$ cat config.mk
export PLATFORM = sky130hd
export DESIGN_NAME = cog_pxs
export DESIGN_NICKNAME = d
export VERILOG_FILES = /design/src/rtl/cog_pxs_pkg.sv /design/src/rtl/cog_pxs_sync.sv /design/src/rtl/cog_pxs.sv
export SDC_FILE = /design/constraint.sdc
export NUM_CORES = 1
export LEC_CHECK = 0
export BUFFER_PORTS_ARGS = -buffer_cell sky130_fd_sc_hd__buf_2
export CELL_PAD_IN_SITES_DETAIL_PLACEMENT = 2
export CELL_PAD_IN_SITES_GLOBAL_PLACEMENT = 2
export CORE_MARGIN = 3
export CORE_UTILIZATION = 30
export CTS_CLUSTER_SIZE = 28
export DETAILED_ROUTE_END_ITERATION = 12
export PLACE_DENSITY = 0.73
export SETUP_SLACK_MARGIN = 0.15
export SLEW_MARGIN = 15
export SYNTH_ARGS = -nofsm -noshare
export SYNTH_HDL_FRONTEND = slang
export SYNTH_SLANG_ARGS = --single-unit
$ cat constraint.sdc
create_clock -name clk_cog -period 3.2 [get_ports clk_cog]
set_input_delay 0.32 -clock clk_cog [delete_from_list [all_inputs] [get_ports clk_cog]]
set_output_delay 0.32 -clock clk_cog [all_outputs]
set_load 0.02 [all_outputs]
$ cat src/rtl/cog_pxs_pkg.sv
// Shared constants, register field layout and state encoding for the cog pixel shifter.
package cog_pxs_pkg;

    localparam int unsigned MODE_W     = 2;
    localparam int unsigned GRP_W      = 3;
    localparam int unsigned MASK_W     = 8;
    localparam int unsigned PCLKS_W    = 8;
    localparam int unsigned FCLKS_W    = 12;
    localparam int unsigned PCNT_W     = 9;
    localparam int unsigned FCNT_W     = 13;
    localparam int unsigned WORD_W     = 32;

    localparam int unsigned VCFG_MODE_LSB  = 29;
    localparam int unsigned VCFG_GRP_LSB   = 9;
    localparam int unsigned VCFG_MASK_LSB  = 0;
    localparam int unsigned VSCL_PCLKS_LSB = 12;
    localparam int unsigned VSCL_FCLKS_LSB = 0;

    localparam int unsigned PCLKS_ZERO = 256;
    localparam int unsigned FCLKS_ZERO = 4096;

    localparam logic [MODE_W-1:0] MODE_OFF  = 2'b00;
    localparam logic [MODE_W-1:0] MODE_1BPP = 2'b01;
    localparam logic [MODE_W-1:0] MODE_2BPP = 2'b10;

    typedef enum logic [1:0] {
        OFF  = 2'd0,
        LOAD = 2'd1,
        RUN  = 2'd2
    } pxs_state_e;

    function automatic logic is_run_mode(input logic [MODE_W-1:0] mode);
        return (mode == MODE_1BPP) || (mode == MODE_2BPP);
    endfunction

    // Colour index taken from the bottom of the shift register.
    function automatic logic [1:0] pix_index(input logic [MODE_W-1:0] mode, input logic [1:0] low);
        return (mode == MODE_2BPP) ? low : {1'b0, low[0]};
    endfunction

endpackage

$ cat src/rtl/cog_pxs_sync.sv
// Synchronises the asynchronous pixel-clock tick and emits a one-cycle step on its rising edge.
module cog_pxs_sync #(
    parameter int unsigned SYNC_STAGES = 2
) (
    input  logic clk_cog,
    input  logic ena,
    input  logic tick,
    output logic step_c
);

    logic [SYNC_STAGES-1:0] sync_q;
    logic                   hist_q;

    always_ff @(posedge clk_cog or negedge ena) begin
        if (!ena) begin
            sync_q <= '0;
            hist_q <= 1'b0;
        end else begin
            sync_q <= {sync_q[SYNC_STAGES-2:0], tick};
            hist_q <= sync_q[SYNC_STAGES-1];
        end
    end

    assign step_c = sync_q[SYNC_STAGES-1] & ~hist_q;

endmodule

$ cat src/rtl/cog_pxs.sv
// Per-cog pixel shifter: serialises latched pixel words into colour bytes on one 8-pin group.
module cog_pxs
    import cog_pxs_pkg::*;
#(
    parameter int unsigned SYNC_STAGES = 2
) (
    input  logic        clk_cog,
    input  logic        ena,
    input  logic        setvcfg,
    input  logic        setvscl,
    input  logic [31:0] data,
    input  logic        tick,
    input  logic        vid_req,
    input  logic [31:0] colors,
    input  logic [31:0] pixels,
    output logic        vid_ack,
    output logic        busy,
    output logic [31:0] pin_out
);

    logic [MODE_W-1:0]  mode_q, mode_n;
    logic [GRP_W-1:0]   grp_q;
    logic [MASK_W-1:0]  mask_q;
    logic [PCLKS_W-1:0] pclks_q, pclks_n;
    logic [FCLKS_W-1:0] fclks_q, fclks_n;
    logic [PCNT_W-1:0]  pcnt_q, pcnt_d, pclks_ext;
    logic [FCNT_W-1:0]  fcnt_q, fcnt_d, fclks_ext;
    logic [WORD_W-1:0]  colors_q, colors_d, pix_q, pix_d, shf_q, shf_d, shf_adv;
    logic [WORD_W-1:0]  pin_d;
    pxs_state_e         state_q, state_d;
    logic               ack_d, req_v, step_c;
    logic [1:0]         idx_c;
    logic [7:0]         byte_c;
    logic               unused_data_c;

    assign unused_data_c = ^{data[31], data[28:20]};

    cog_pxs_sync #(.SYNC_STAGES(SYNC_STAGES)) u_sync (
        .clk_cog (clk_cog),
        .ena     (ena),
        .tick    (tick),
        .step_c  (step_c)
    );

    // A register write in the same cycle as a step takes precedence over the old value.
    assign mode_n    = setvcfg ? data[VCFG_MODE_LSB +: MODE_W] : mode_q;
    assign pclks_n   = setvscl ? data[VSCL_PCLKS_LSB +: PCLKS_W] : pclks_q;
    assign fclks_n   = setvscl ? data[VSCL_FCLKS_LSB +: FCLKS_W] : fclks_q;
    assign pclks_ext = (pclks_n == '0) ? PCNT_W'(PCLKS_ZERO) : PCNT_W'(pclks_n);
    assign fclks_ext = (fclks_n == '0) ? FCNT_W'(FCLKS_ZERO) : FCNT_W'(fclks_n);
    assign shf_adv   = (mode_n == MODE_2BPP) ? {2'b00, shf_q[WORD_W-1:2]} : {1'b0, shf_q[WORD_W-1:1]};
    assign req_v     = vid_req & ~vid_ack;

    always_comb begin
        state_d  = state_q;
        pcnt_d   = pcnt_q;
        fcnt_d   = fcnt_q;
        colors_d = colors_q;
        pix_d    = pix_q;
        shf_d    = shf_q;
        ack_d    = 1'b0;
        if (!is_run_mode(mode_n)) begin
            state_d = OFF;
            pcnt_d  = '0;
            fcnt_d  = '0;
            ack_d   = req_v;
        end else begin
            case (state_q)
                OFF, LOAD: begin
                    state_d = LOAD;
                    if (step_c) begin
                        if (req_v) begin
                            colors_d = colors;
                            pix_d    = pixels;
                            shf_d    = pixels;
                            ack_d    = 1'b1;
                        end else begin
                            shf_d    = pix_q;
                        end
                        pcnt_d  = pclks_ext;
                        fcnt_d  = fclks_ext;
                        state_d = RUN;
                    end
                end
                RUN: begin
                    if (step_c) begin
                        pcnt_d = pcnt_q - PCNT_W'(1);
                        fcnt_d = fcnt_q - FCNT_W'(1);
                        if (pcnt_q == PCNT_W'(1)) begin
                            pcnt_d = pclks_ext;
                            shf_d  = shf_adv;
                        end
                        if (fcnt_q == FCNT_W'(1)) begin
                            state_d = LOAD;
                        end
                    end
                end
                default: state_d = OFF;
            endcase
        end
    end

    // Output byte is formed from registered state, so it lands one clock after the step.
    assign idx_c  = pix_index(mode_q, shf_q[1:0]);
    assign byte_c = colors_q[{idx_c, 3'b000} +: 8];
    assign pin_d  = (state_q != OFF && is_run_mode(mode_q))
                  ? (WORD_W'(byte_c & mask_q) << {grp_q, 3'b000}) : '0;

    always_ff @(posedge clk_cog or negedge ena) begin
        if (!ena) begin
            mode_q   <= MODE_OFF;
            grp_q    <= '0;
            mask_q   <= '0;
            pclks_q  <= '0;
            fclks_q  <= '0;
            state_q  <= OFF;
            pcnt_q   <= '0;
            fcnt_q   <= '0;
            colors_q <= '0;
            pix_q    <= '0;
            shf_q    <= '0;
            vid_ack  <= 1'b0;
            busy     <= 1'b0;
            pin_out  <= '0;
        end else begin
            if (setvcfg) begin
                mode_q <= data[VCFG_MODE_LSB +: MODE_W];
                grp_q  <= data[VCFG_GRP_LSB +: GRP_W];
                mask_q <= data[VCFG_MASK_LSB +: MASK_W];
            end
            pclks_q  <= pclks_n;
            fclks_q  <= fclks_n;
            state_q  <= state_d;
            pcnt_q   <= pcnt_d;
            fcnt_q   <= fcnt_d;
            colors_q <= colors_d;
            pix_q    <= pix_d;
            shf_q    <= shf_d;
            vid_ack  <= ack_d;
            busy     <= (state_d == RUN);
            pin_out  <= pin_d;
        end
    end

endmodule
==> reports/summary.txt <==
Highest Clock Rate = 0.396 GHz
Initial DRC count = 167
Setup Skew = 0.0183 ns
Layout cell share with drive strength beyond 1 = 0.304
First-pass iteration count of the detailed router = 4
Measured slew at the worst slew-check pin = 1.11 ns
GR Util All Layers = 0.155
Critical Path Start Type = flip-flop
Gpl congestion = 0.758
Core area = 0.0289 mm²
Worst EP required = 3.52 ns
Asr flop ratio synth = 1.00
CTS Buffer Depth = 2
Post-synth EDFFs = 0
Inst Count DP = 1227
Commonest non-fill, non-tap cells in the layout = 190 x dfrtp_1, 124 x buf_2, 74 x mux2_2
Final TNS setup = 0 ns
Leakage power = 4.73 nW
Worst path max stage delay = 0.38 ns
Synth top area share = 0.540
Final Non-Filler Cells = 1261
Critical Path Fanout Max = 16
First-pass GRT wire length = 38.5 mm
Synth Area in XOR/XNOR = 0
Root buf cell = clkbuf_16
Final hold violation count = 0
Status = finished, final reports clean
Yosys reg bits = 190
Reg-to-reg slack, setup = 0.68 ns
Place WS = 0.477 ns
Buf/Inv on CP = 1
Core Util, Final = 0.365
Worst-Skew Late Latency = 0.45 ns
Resized Gates After CTS = 0
Nets = 972
HP Class = in2reg
Pwr dens = 752 mW/mm²
Yosys top cell by area = dfrtp_1
Adder-Cell Fraction of Synth Area = 0.00852
WL/cell = 18.8 µm
Critical Path AT = 2.84 ns
Largest net degree at the start of global routing = 79
Sequential fraction of the synthesis area = 0.540
Post-Synth Simple-Gate Area = 0.121
Post-synth cell types = 54
Setup CP Type = reg2reg
Clk slew on worst S/H paths = 0.10 ns
Mapped cell area = 0.00881 mm²
RSZ-0062 raised after global routing = false
Die ar. = 0.0315 mm²
Largest family of logic cells by synthesized area = multiplexers
# port buffers = 125
Crit. End Element = flip-flop
Compound-Gate Fraction of Synth Area = 0.117
Final Cycle Share = 0.789
Post-DP HPWL = 16.4 mm
Antenna viol nets, final = 0
Largest delay share family, worst path = simple AND/OR/NAND/NOR gates
Worst hold slack = 0.0982 ns
Post-Synthesis Cells = 753
Synth Warn # = 0
I/O pins = 136
FP Rows = 62
Synth top area cells = dfrtp_1 54%, mux2_2 9.5%, mux2i_1 4.0%
Via count = 6276
Die Wd = 177 µm
GR Overflow Total = 0
Clock Sinks = 190
Slew HR = 0.262
Mean Syn Cell Area = 11.7 µm²
Net count after synthesis = 861
Die height = 177 µm
Diode count = 0
Vias in the first global route = 6924
Commonest non-fill, non-tap cell in the layout = dfrtp_1
Total of max-cap violations = 0
Area Growth Syn to Fin = 19.4%
TritonCTS Buffers = 17
Slew Viols, Final = 0
Initial Utilization = 0.305
Filler cells = 3127
CTS tree = done
# H-tree levels = 4
Total setup buffers inserted after CTS = 0
Post-synthesis mux area share = 0.182
Final setup violation count = 0
Maximum vdd drop = 0.297 mV
Minimum clock period = 2.52 ns
DRC viols = 0
Fin worst setup slack = 0.675 ns
Via density per instance = 4.98
Routed wire length = 23.7 mm
Initial antenna violation count = 1
Slowest-stage cell, CP = dfrtp_1
Ys flop type = dfrtp_1
CP cell instances = mux2_2 -> ha_2 -> nor3b_1 -> nand2_2 -> nor2_8 -> buf_4 -> mux2_1
## cells in the mapped netlist, types with 8 or more instances
| cell type | n |
|---|---|
| mux2_2 | 74 |
| o21ai_0 | 45 |
| clkbuf_1 | 20 |
| nor3_1 | 15 |
| a21oi_1 | 47 |
| inv_1 | 12 |
| a211oi_1 | 31 |
| nor2b_1 | 33 |
| dfrtp_1 | 190 |
| nor2_1 | 49 |
| buf_2 | 18 |
| nor4_1 | 13 |
| mux2i_1 | 35 |
| nand2_1 | 47 |
| mux4_2 | 8 |
| mux2_1 | 21 |
## repair_timing
item	CTS	global route
endpoints found under the hold margin	76	0
hold buffers	2	0
endpoints found under the setup margin	0	0
## power breakdown
group | switching, mW | internal [mW] | total (mW)
Sequential | 0.461 | 3.08 | 3.54
Clock | 1.23 | 1.12 | 2.35
Combinational | 1.02 | 0.995 | 2.02
Total | 2.71 | 5.20 | 7.91
## cell families after synthesis
group / Yosys count
AO/OA/AOI/OAI: 163
adder cells (fa/ha/maj): 6
flip-flops: 190
buffers and inverters: 60
AND/OR/NAND/NOR: 196
multiplexers: 138
## metrics by stage
step / total power, mW / instance area, µm²
floorplan: 4.96 / 8810
global placement: 5.49 / 9850
detailed placement: 5.64 / 9850
CTS: 8.04 / 10500
global route: 8.47 / 10500
finish: 7.91 / 10500
## worst paths after layout
| kind | start | end | depth (start not counted) |
|---|---|---|---|
| min | colors[20] | colors_q[20] | 2 |
| min in group asynchronous | ena | pclks_q[7] | 2 |
| max | mode_q[1] | shf_q[10] | 7 |
| min reg2reg | u_sync.sync_q[0] | u_sync.sync_q[1] | 0 |
| max reg2reg | mode_q[1] | shf_q[10] | 7 |
| max in group asynchronous | ena | colors_q[2] | 3 |
## metal layers
metal / up-vias / track usage / part of all wire
met1: 3214 / 0.200 / 0.46
li1: 2951 / - / -
met3: 21 / 0.0259 / 0.028
met5: - / 0 / 0.00038
met4: 2 / 0.0396 / 0.012
met2: 88 / 0.270 / 0.50
## state kept, by name (all words and copies together), names as in the netlist
register and cells:
busy 1, colors_q 32, fclks_q 12, fcnt_q 13, grp_q 3, mask_q 8, mode_q 2, pclks_q 8
pcnt_q 9, pin_out 32, pix_q 32, shf_q 32, state_q 2, u_sync.hist_q 1, u_sync.sync_q 2, vid_ack 1
## final cells by class
| cell class | count | area (µm²) | share of cell area |
|---|---|---|---|
| flip-flops and latches | 190 | 4750 | 0.452 |
| multi-input cells | 503 | 3790 | 0.360 |
| repair buffers | 140 | 802 | 0.0762 |
| clock inverters | 15 | 231 | 0.0220 |
| inverters | 12 | 45.0 | 0.00428 |
| clock buffers | 17 | 425 | 0.0404 |
| well taps | 384 | 480 | 0.0456 |
(Power assumes the default switching activity.)
